==> src/rtl/ram_arb_pkg.sv <==
// Shared types and helpers for the single-port RAM arbiter.
package ram_arb_pkg;

  typedef enum logic [1:0] {
    IDLE   = 2'd0,
    ISSUE  = 2'd1,
    RDWAIT = 2'd2,
    RESP   = 2'd3
  } state_e;

  // Width of a requester index; never less than one bit.
  function automatic int unsigned idx_width(input int unsigned n);
    return (n > 1) ? $clog2(n) : 1;
  endfunction

endpackage

==> src/rtl/rr_arbiter.sv <==
// Round-robin winner pick plus the last-winner pointer register.
module rr_arbiter
  import ram_arb_pkg::*;
#(
  parameter int unsigned N = 2
) (
  input  logic                       clk,
  input  logic                       rst_n,
  input  logic [N-1:0]               req_i,
  input  logic                       update_i,
  output logic                       any_c_o,
  output logic [idx_width(N)-1:0]    winner_c_o
);

  localparam int unsigned IW = idx_width(N);

  logic [IW-1:0] ptr_q;
  logic [IW-1:0] win_c;
  logic          any_c;
  int unsigned   cand;

  // First set request strictly after the pointer, wrapping around.
  always_comb begin
    any_c = 1'b0;
    win_c = '0;
    cand  = 0;
    for (int unsigned i = 1; i <= N; i++) begin
      cand = (32'(ptr_q) + i) % N;
      if (!any_c && req_i[IW'(cand)]) begin
        any_c = 1'b1;
        win_c = IW'(cand);
      end
    end
  end

  // Pointer remembers the last winner; reset value makes requester 0 highest.
  always_ff @(posedge clk or negedge rst_n) begin
    if (!rst_n) begin
      ptr_q <= IW'(N - 1);
    end else if (update_i && any_c) begin
      ptr_q <= win_c;
    end
  end

  assign any_c_o    = any_c;
  assign winner_c_o = win_c;

endmodule

==> src/rtl/ram_port_arbiter.sv <==
// Shares one single-port RAM between NUM_REQ requesters with round-robin grants.
module ram_port_arbiter
  import ram_arb_pkg::*;
#(
  parameter int unsigned NUM_REQ    = 2,
  parameter int unsigned DATA_WIDTH = 8,
  parameter int unsigned ADDR_WIDTH = 4,
  parameter int unsigned RD_LAT     = 1
) (
  input  logic                                clk,
  input  logic                                reset,
  input  logic [NUM_REQ-1:0]                  req,
  input  logic [NUM_REQ-1:0]                  req_we,
  input  logic [NUM_REQ-1:0][ADDR_WIDTH-1:0]  req_addr,
  input  logic [NUM_REQ-1:0][DATA_WIDTH-1:0]  req_wdata,
  output logic [NUM_REQ-1:0]                  gnt,
  output logic [NUM_REQ-1:0]                  rvalid,
  output logic [DATA_WIDTH-1:0]               rdata,
  output logic                                busy,
  output logic [DATA_WIDTH-1:0]               ram_data_in,
  output logic                                ram_write_enb,
  output logic                                ram_read_enb,
  output logic [ADDR_WIDTH-1:0]               ram_address,
  input  logic [DATA_WIDTH-1:0]               ram_data_out
);

  localparam int unsigned IW = idx_width(NUM_REQ);
  localparam int unsigned CW = $clog2(RD_LAT + 1);

  // Command fields are sized by this instance's parameters, so the type is local.
  typedef struct packed {
    logic                  we;
    logic [ADDR_WIDTH-1:0] addr;
    logic [DATA_WIDTH-1:0] wdata;
    logic [IW-1:0]         idx;
  } cmd_t;

  state_e                state_q, state_d;
  cmd_t                  cmd_q, cmd_d;
  logic [CW-1:0]         cnt_q, cnt_d;
  logic [DATA_WIDTH-1:0] rdata_q, rdata_d;

  logic [NUM_REQ-1:0]    gnt_q, gnt_d;
  logic [NUM_REQ-1:0]    rvalid_q, rvalid_d;
  logic                  busy_q, busy_d;
  logic [DATA_WIDTH-1:0] ram_din_q, ram_din_d;
  logic [ADDR_WIDTH-1:0] ram_addr_q, ram_addr_d;
  logic                  ram_we_q, ram_we_d;
  logic                  ram_re_q, ram_re_d;

  logic                  arb_any_c;
  logic [IW-1:0]         arb_win_c;

  rr_arbiter #(.N(NUM_REQ)) u_rr (
    .clk        (clk),
    .rst_n      (reset),
    .req_i      (req),
    .update_i   (state_q == IDLE),
    .any_c_o    (arb_any_c),
    .winner_c_o (arb_win_c)
  );

  // State, latched command, latency counter and captured read data.
  always_ff @(posedge clk or negedge reset) begin
    if (!reset) begin
      state_q <= IDLE;
      cmd_q   <= '0;
      cnt_q   <= '0;
      rdata_q <= '0;
    end else begin
      state_q <= state_d;
      cmd_q   <= cmd_d;
      cnt_q   <= cnt_d;
      rdata_q <= rdata_d;
    end
  end

  // Next-state logic: arbitrate in IDLE only, count out the read latency.
  always_comb begin
    state_d = state_q;
    cmd_d   = cmd_q;
    cnt_d   = cnt_q;
    rdata_d = rdata_q;
    unique case (state_q)
      IDLE: begin
        if (arb_any_c) begin
          cmd_d.we    = req_we[arb_win_c];
          cmd_d.addr  = req_addr[arb_win_c];
          cmd_d.wdata = req_wdata[arb_win_c];
          cmd_d.idx   = arb_win_c;
          state_d     = ISSUE;
        end
      end
      ISSUE: begin
        if (cmd_q.we) begin
          state_d = IDLE;
        end else begin
          cnt_d   = CW'(RD_LAT - 1);
          state_d = RDWAIT;
        end
      end
      RDWAIT: begin
        if (cnt_q == '0) begin
          rdata_d = ram_data_out;
          state_d = RESP;
        end else begin
          cnt_d = cnt_q - CW'(1);
        end
      end
      RESP:    state_d = IDLE;
      default: state_d = IDLE;
    endcase
  end

  // Output decode from the upcoming state so every output leaves a flop.
  always_comb begin
    gnt_d      = '0;
    rvalid_d   = '0;
    busy_d     = (state_d != IDLE);
    ram_din_d  = '0;
    ram_addr_d = '0;
    ram_we_d   = 1'b0;
    ram_re_d   = 1'b0;
    if (state_d == ISSUE) begin
      gnt_d[cmd_d.idx] = 1'b1;
      ram_din_d        = cmd_d.wdata;
      ram_addr_d       = cmd_d.addr;
      ram_we_d         = cmd_d.we;
      ram_re_d         = !cmd_d.we;
    end
    if (state_d == RESP) begin
      rvalid_d[cmd_d.idx] = 1'b1;
    end
  end

  // Output registers.
  always_ff @(posedge clk or negedge reset) begin
    if (!reset) begin
      gnt_q      <= '0;
      rvalid_q   <= '0;
      busy_q     <= 1'b0;
      ram_din_q  <= '0;
      ram_addr_q <= '0;
      ram_we_q   <= 1'b0;
      ram_re_q   <= 1'b0;
    end else begin
      gnt_q      <= gnt_d;
      rvalid_q   <= rvalid_d;
      busy_q     <= busy_d;
      ram_din_q  <= ram_din_d;
      ram_addr_q <= ram_addr_d;
      ram_we_q   <= ram_we_d;
      ram_re_q   <= ram_re_d;
    end
  end

  assign gnt           = gnt_q;
  assign rvalid        = rvalid_q;
  assign rdata         = rdata_q;
  assign busy          = busy_q;
  assign ram_data_in   = ram_din_q;
  assign ram_address   = ram_addr_q;
  assign ram_write_enb = ram_we_q;
  assign ram_read_enb  = ram_re_q;

endmodule
==> config.mk <==
export PLATFORM = sky130hd
export DESIGN_NAME = ram_port_arbiter
export DESIGN_NICKNAME = d
export VERILOG_FILES = /design/src/rtl/ram_arb_pkg.sv /design/src/rtl/rr_arbiter.sv /design/src/rtl/ram_port_arbiter.sv
export SDC_FILE = /design/constraint.sdc
export NUM_CORES = 1
export LEC_CHECK = 0
export BUFFER_PORTS_ARGS = -buffer_cell sky130_fd_sc_hd__buf_2
export CAP_MARGIN = 20
export CORE_ASPECT_RATIO = 2
export CORE_MARGIN = 8
export CORE_UTILIZATION = 30
export DETAILED_ROUTE_END_ITERATION = 6
export PLACE_DENSITY = 0.61
export RECOVER_POWER = 50
export SLEW_MARGIN = 0
export SYNTH_ARGS = -nofsm -noshare
export SYNTH_HDL_FRONTEND = slang
export SYNTH_SLANG_ARGS = --single-unit
==> constraint.sdc <==
create_clock -name clk -period 2.4 [get_ports clk]
set_input_delay 0.48 -clock clk [delete_from_list [all_inputs] [get_ports clk]]
set_output_delay 0.48 -clock clk [all_outputs]
set_load 0.005 [all_outputs]
* Word-level counts from Yosys, hierarchy flattened
Index checks and enable logic that the tools add are counted. W data, S select, Z words.
Cells by class: bitwise gates (word level) 1, muxes and demuxes 31, $add $sub $neg 3, equality and inequality tests 6, reductions and logical operators 10, order comparisons 5
Operators by type and width (number):
- $mux W14 | 2
- $mux W8 | 3
- $mux W1 | 15
- $mux W4 | 3
- $mux W2 | 5
- $lt A1 B2 Y1 const B | 4
- $pmux W2 S4 | 1
- $eq A2 B2 Y1 const B | 3
- $eq A2 B1 Y1 const B | 2
- $reduce_and A2 Y1 | 2
- $reduce_bool A2 Y1 | 2
- $logic_and A1 B1 Y1 | 3
- $add A1 B1 Y1 const B | 2
- $logic_not A1 Y1 | 2
- $logic_not A2 Y1 | 1
- $ne A2 B2 Y1 const B | 1
- $pmux W1 S2 | 1
- $demux W1 S1 | 1
- $ge A1 B1 Y1 const B | 1
- $not A1 Y1 | 1
- $sub A1 B1 Y1 const B | 1
Word-level totals: input bits 38, register bits after elaboration 45

* Depth between registers and ports, before layout
depth after elaboration 16, mapped depth 5, mapped depth without buffers 3

* Cells and area by module
A second synthesis with hierarchy kept.
Second synthesis, totals: cells, all modules 94, area, all modules 1251.2 µm²
Modules (own cells, without submodules):
- ram_port_arbiter | cells an instance 89, area each 1199.9 µm², times used 1
- rr_arbiter | cells an instance 5, area each 51.3 µm², times used 1

* Least setup slack after synthesis
Ideal clock, no wire load.
path type input to register, start point in req[1], end point reg cmd_q[0] (netlist bit), data required time 2.336 ns, path slack 1.159 ns, arrival time 1.178 ns, cell stages on the path 4, cells stage by stage a21boi_1 -> clkbuf_1 -> and2_1 -> a21o_1
RTL lines:
- start, declared | line ram_port_arbiter.sv:12 | input logic [NUM_REQ-1:0] req,
- end signal, assigned | line ram_port_arbiter.sv:72 | cmd_q <= cmd_d;
- end, declared | line ram_port_arbiter.sv:39 | cmd_t cmd_q, cmd_d;

==> summary.md <==
| Metric | Value |
|---|---|
| # rows | `33` |
| Sequential share of power | `0.441` |
| Status | `finished, violations left` |
| Worst R2R Start | `state_q[0]$_DFF_PN0_` |
| Crit path from | `reset` |
| Share of layout cells above drive strength 1 | `0.422` |
| Resize count post-CTS | `0` |
| Sink Count | `32` |
| Diode count | `0` |
| Yosys reg bits | `32` |
| Routed Wire Length | `3.19 mm` |
| Hold violation total from the final report | `0` |
| Top Family by Delay on Critical Path | `buffers and inverters` |
| CTS tree | `done` |
| Post-DP HPWL | `2.56 mm` |
| Worst slew pin tran | `1.66 ns` |
| Final-layout fill cell count | `435` |
| Maxcap violations | `1` |
| Crit path kind | `in2async` |
| Vias per cell | `4.38` |
| Vias in the first global route | `1129` |
| Worst setup SP type | `primary input` |
| Register area share after synthesis | `0.644` |
| Worst hold endpoint | `rdata[2]$_DFFE_PN0P_` |
| Root Buffer | `clkbuf_8` |
| Num CTS Buffers | `5` |
| Yosys cell types | `19` |
| Final Setup Violations | `0` |
| Initial DRT Pass Iterations | `4` |
| Layout Nets | `210` |
| Synthesized Nets | `146` |
| Post-route setup TNS | `0 ns` |
| Switching Share | `0.312` |
| Hold_buf cts | `0` |
| P_sw | `0.592 mW` |
| Crit path required time | `2.47 ns` |
| Post-route cell area | `1680 um^2` |
| DR WL/cell | `14.2 um` |
| Utilization after layout | `0.416` |
| Final max-slew violation count | `33` |
| Int Power | `1.30 mW` |
| Worst Clk Skew | `0.00607 ns` |
| Critical-path cell list | `clkbuf_1` |
| Element type at the critical path end | `asynchronous set/reset pin` |
| Comb pwr share | `0.327` |
| Hold slack final | `0.397 ns` |
| Critical register-to-register path endpoint | `cmd_q[13]$_DFF_PN0_` |
| Post-Syn Area | `1240 um^2` |
| Crit path buf inv count | `1` |
| Largest net degree at the start of global routing | `33` |
| Die Wd | `61.6 um` |
| Final Cycle Share | `0.663` |
| Final worst setup slack | `0.810 ns` |
| WHS Path Cells | `3` |
| Total core area | `4050 um^2` |
| Min-Delay Startpoint | `ram_data_out[2]` |
| Ys Warns | `0` |
| Area grow syn2layout | `35.1%` |
| Initial Util | `0.308` |
| Peak VDD IR | `0.486 mV` |
| GRT overflow | `0` |
| Initial antenna violation count | `0` |
| DRT antenna net count | `0` |
| P_leak | `1.07 nW` |
| First DRT Iteration DRCs | `31` |
| DP Worst Slack | `0.844 ns` |
| Buffers added on ports | `64` |
| Hold/Removal Path Class | `in2reg` |
| Postcts setup bufs | `0` |
| Routed via count | `985` |
| Post-synthesis average cell area | `11.5 um^2` |
| Cell Area, Placed | `1580 um^2` |
| Syn Inst Count | `108` |
| Die area | `6590 um^2` |
| Die height | `107 um` |
| Critical Path AT | `1.66 ns` |
| Tot GR Track Use | `0.104` |
| Max incr delay on CP | `1.17 ns` |
| Power density over cell area | `1130 nW/um^2` |
| # DRC | `0` |
| Global-route wire length before repair | `5.13 mm` |
| Clock network power share | `0.232` |
| RSZ-0062 raised after global routing | `no` |
| Violated checks | `capacitance limit, slew limit` |
| Clock Latency Late Sink | `0.27 ns` |
| Reg clk slew, reported paths | `0.06 ns` |
| R2R setup slack | `0.85 ns` |
| Fin crit period | `1.59 ns` |
| FMAX | `629 MHz` |
| Rel. slew slack | `-0.105` |
| Crit path max fanout | `32` |
| H-Tree Level Count | `2` |
| I/O pin cnt | `65` |
| Worst path slowest cell | `clkbuf_1` |
| R2R depth | `3` |
| RD Place Congestion | `0.760` |
| Max Buffers Root-to-Sink | `2` |
-- state kept, by name (all words and copies together) (netlist names) --
| name | cells |
|---|---|
| ram_address | 4 |
| rdata | 8 |
| ram_read_enb | 1 |
| ram_write_enb | 1 |
| state_q | 2 |
| cmd_q | 2 |
| busy | 1 |
| rvalid | 2 |
| gnt | 2 |
| u_rr.ptr_q | 1 |
| ram_data_in | 8 |
-- synth_stat cells (all sizes together) --
master	n	area share
dfstp	1	0.021
a21o	15	0.090
and2	2	0.010
a21boi	1	0.0060
buf	4	0.031
and2b	1	0.0060
nand2b	4	0.020
a211oi	1	0.0060
nor2	2	0.0080
dfrtp	31	0.62
o21ai	2	0.0080
and3	14	0.074
nand2	25	0.075
clkbuf	4	0.012
a221o	1	0.0080
-- how the worst max path moves through the flow --
stage,depth (start not counted),slack [ns],end
floorplan,4,1.16,cmd_q[0]$_DFF_PN0_
detailed placement,3,0.84,cmd_q[13]$_DFF_PN0_
global route,1,0.50,rdata[7]$_DFFE_PN0P_
finish,1,0.81,rdata[1]$_DFFE_PN0P_
global placement,3,0.93,cmd_q[13]$_DFF_PN0_
CTS,3,0.84,cmd_q[13]$_DFF_PN0_
-- power groups by stage --
stage	Sequential, mW	Combinational (mW)	Clock (mW)
after floorplan	0.865	0.365	0
after global placement	0.844	0.619	0
after detailed placement	0.846	0.641	0
after CTS	0.838	0.642	0.459
after global routing	0.865	0.710	0.475
final	0.837	0.621	0.440
-- cell usage in the layout, fill, tap and decap left out --
cell and count:
and2_0 1, a21o_1 15, a211oi_1 1, clkbuf_8 7, nor2_2 1, a221o_1 1, nand2b_1 4, and2_1 1
clkbuf_1 3, buf_4 1, and3_4 1, and3_1 13, and2b_1 1, o21ai_0 1, o21ai_1 1, a21boi_1 1
nor2_1 1, buf_2 62, dfrtp_1 31, nand2_1 25, dfstp_2 1
-- per-layer routing --
layer | GRT usage | part of all wire
met1 | 0.102 | 0.34
met2 | 0.179 | 0.53
met3 | 0.0288 | 0.091
met4 | 0.0673 | 0.038
met5 | 0 | 0
-- layout make-up --
| type | instances | area (um^2) | area share |
|---|---|---|---|
| flip-flops and latches | 32 | 802 | 0.477 |
| multi-input cells | 68 | 389 | 0.231 |
| repair buffers | 65 | 325 | 0.193 |
| clock buffers | 8 | 100 | 0.0595 |
| well taps | 52 | 65.1 | 0.0387 |
-- worst reg2reg max path: cells and delay by family (launching register included) --
family,cells,cell delay (ns)
AOI/OAI and AO/OA,2,0.61
DFF,1,0.40
and+or+nand+nor,1,0.42
-- per-stage QoR --
| step | instances | total power [mW] |
|---|---|---|
| 3_3_place_gp | 217 | 1.46 |
| 4_1_cts | 225 | 1.94 |
| 5_1_grt | 225 | 2.05 |
| 3_5_place_dp | 217 | 1.49 |
| 2_1_floorplan | 108 | 1.23 |
| 6_report | 225 | 1.90 |
-- kinds of logic after synthesis --
kind of cell | Yosys count | synth area share
AND/OR/NAND/NOR | 48 | 0.194
buffers and inverters | 8 | 0.0432
AO/OA/AOI/OAI | 20 | 0.119
flip-flops | 32 | 0.644
(Power assumes the default switching activity.)
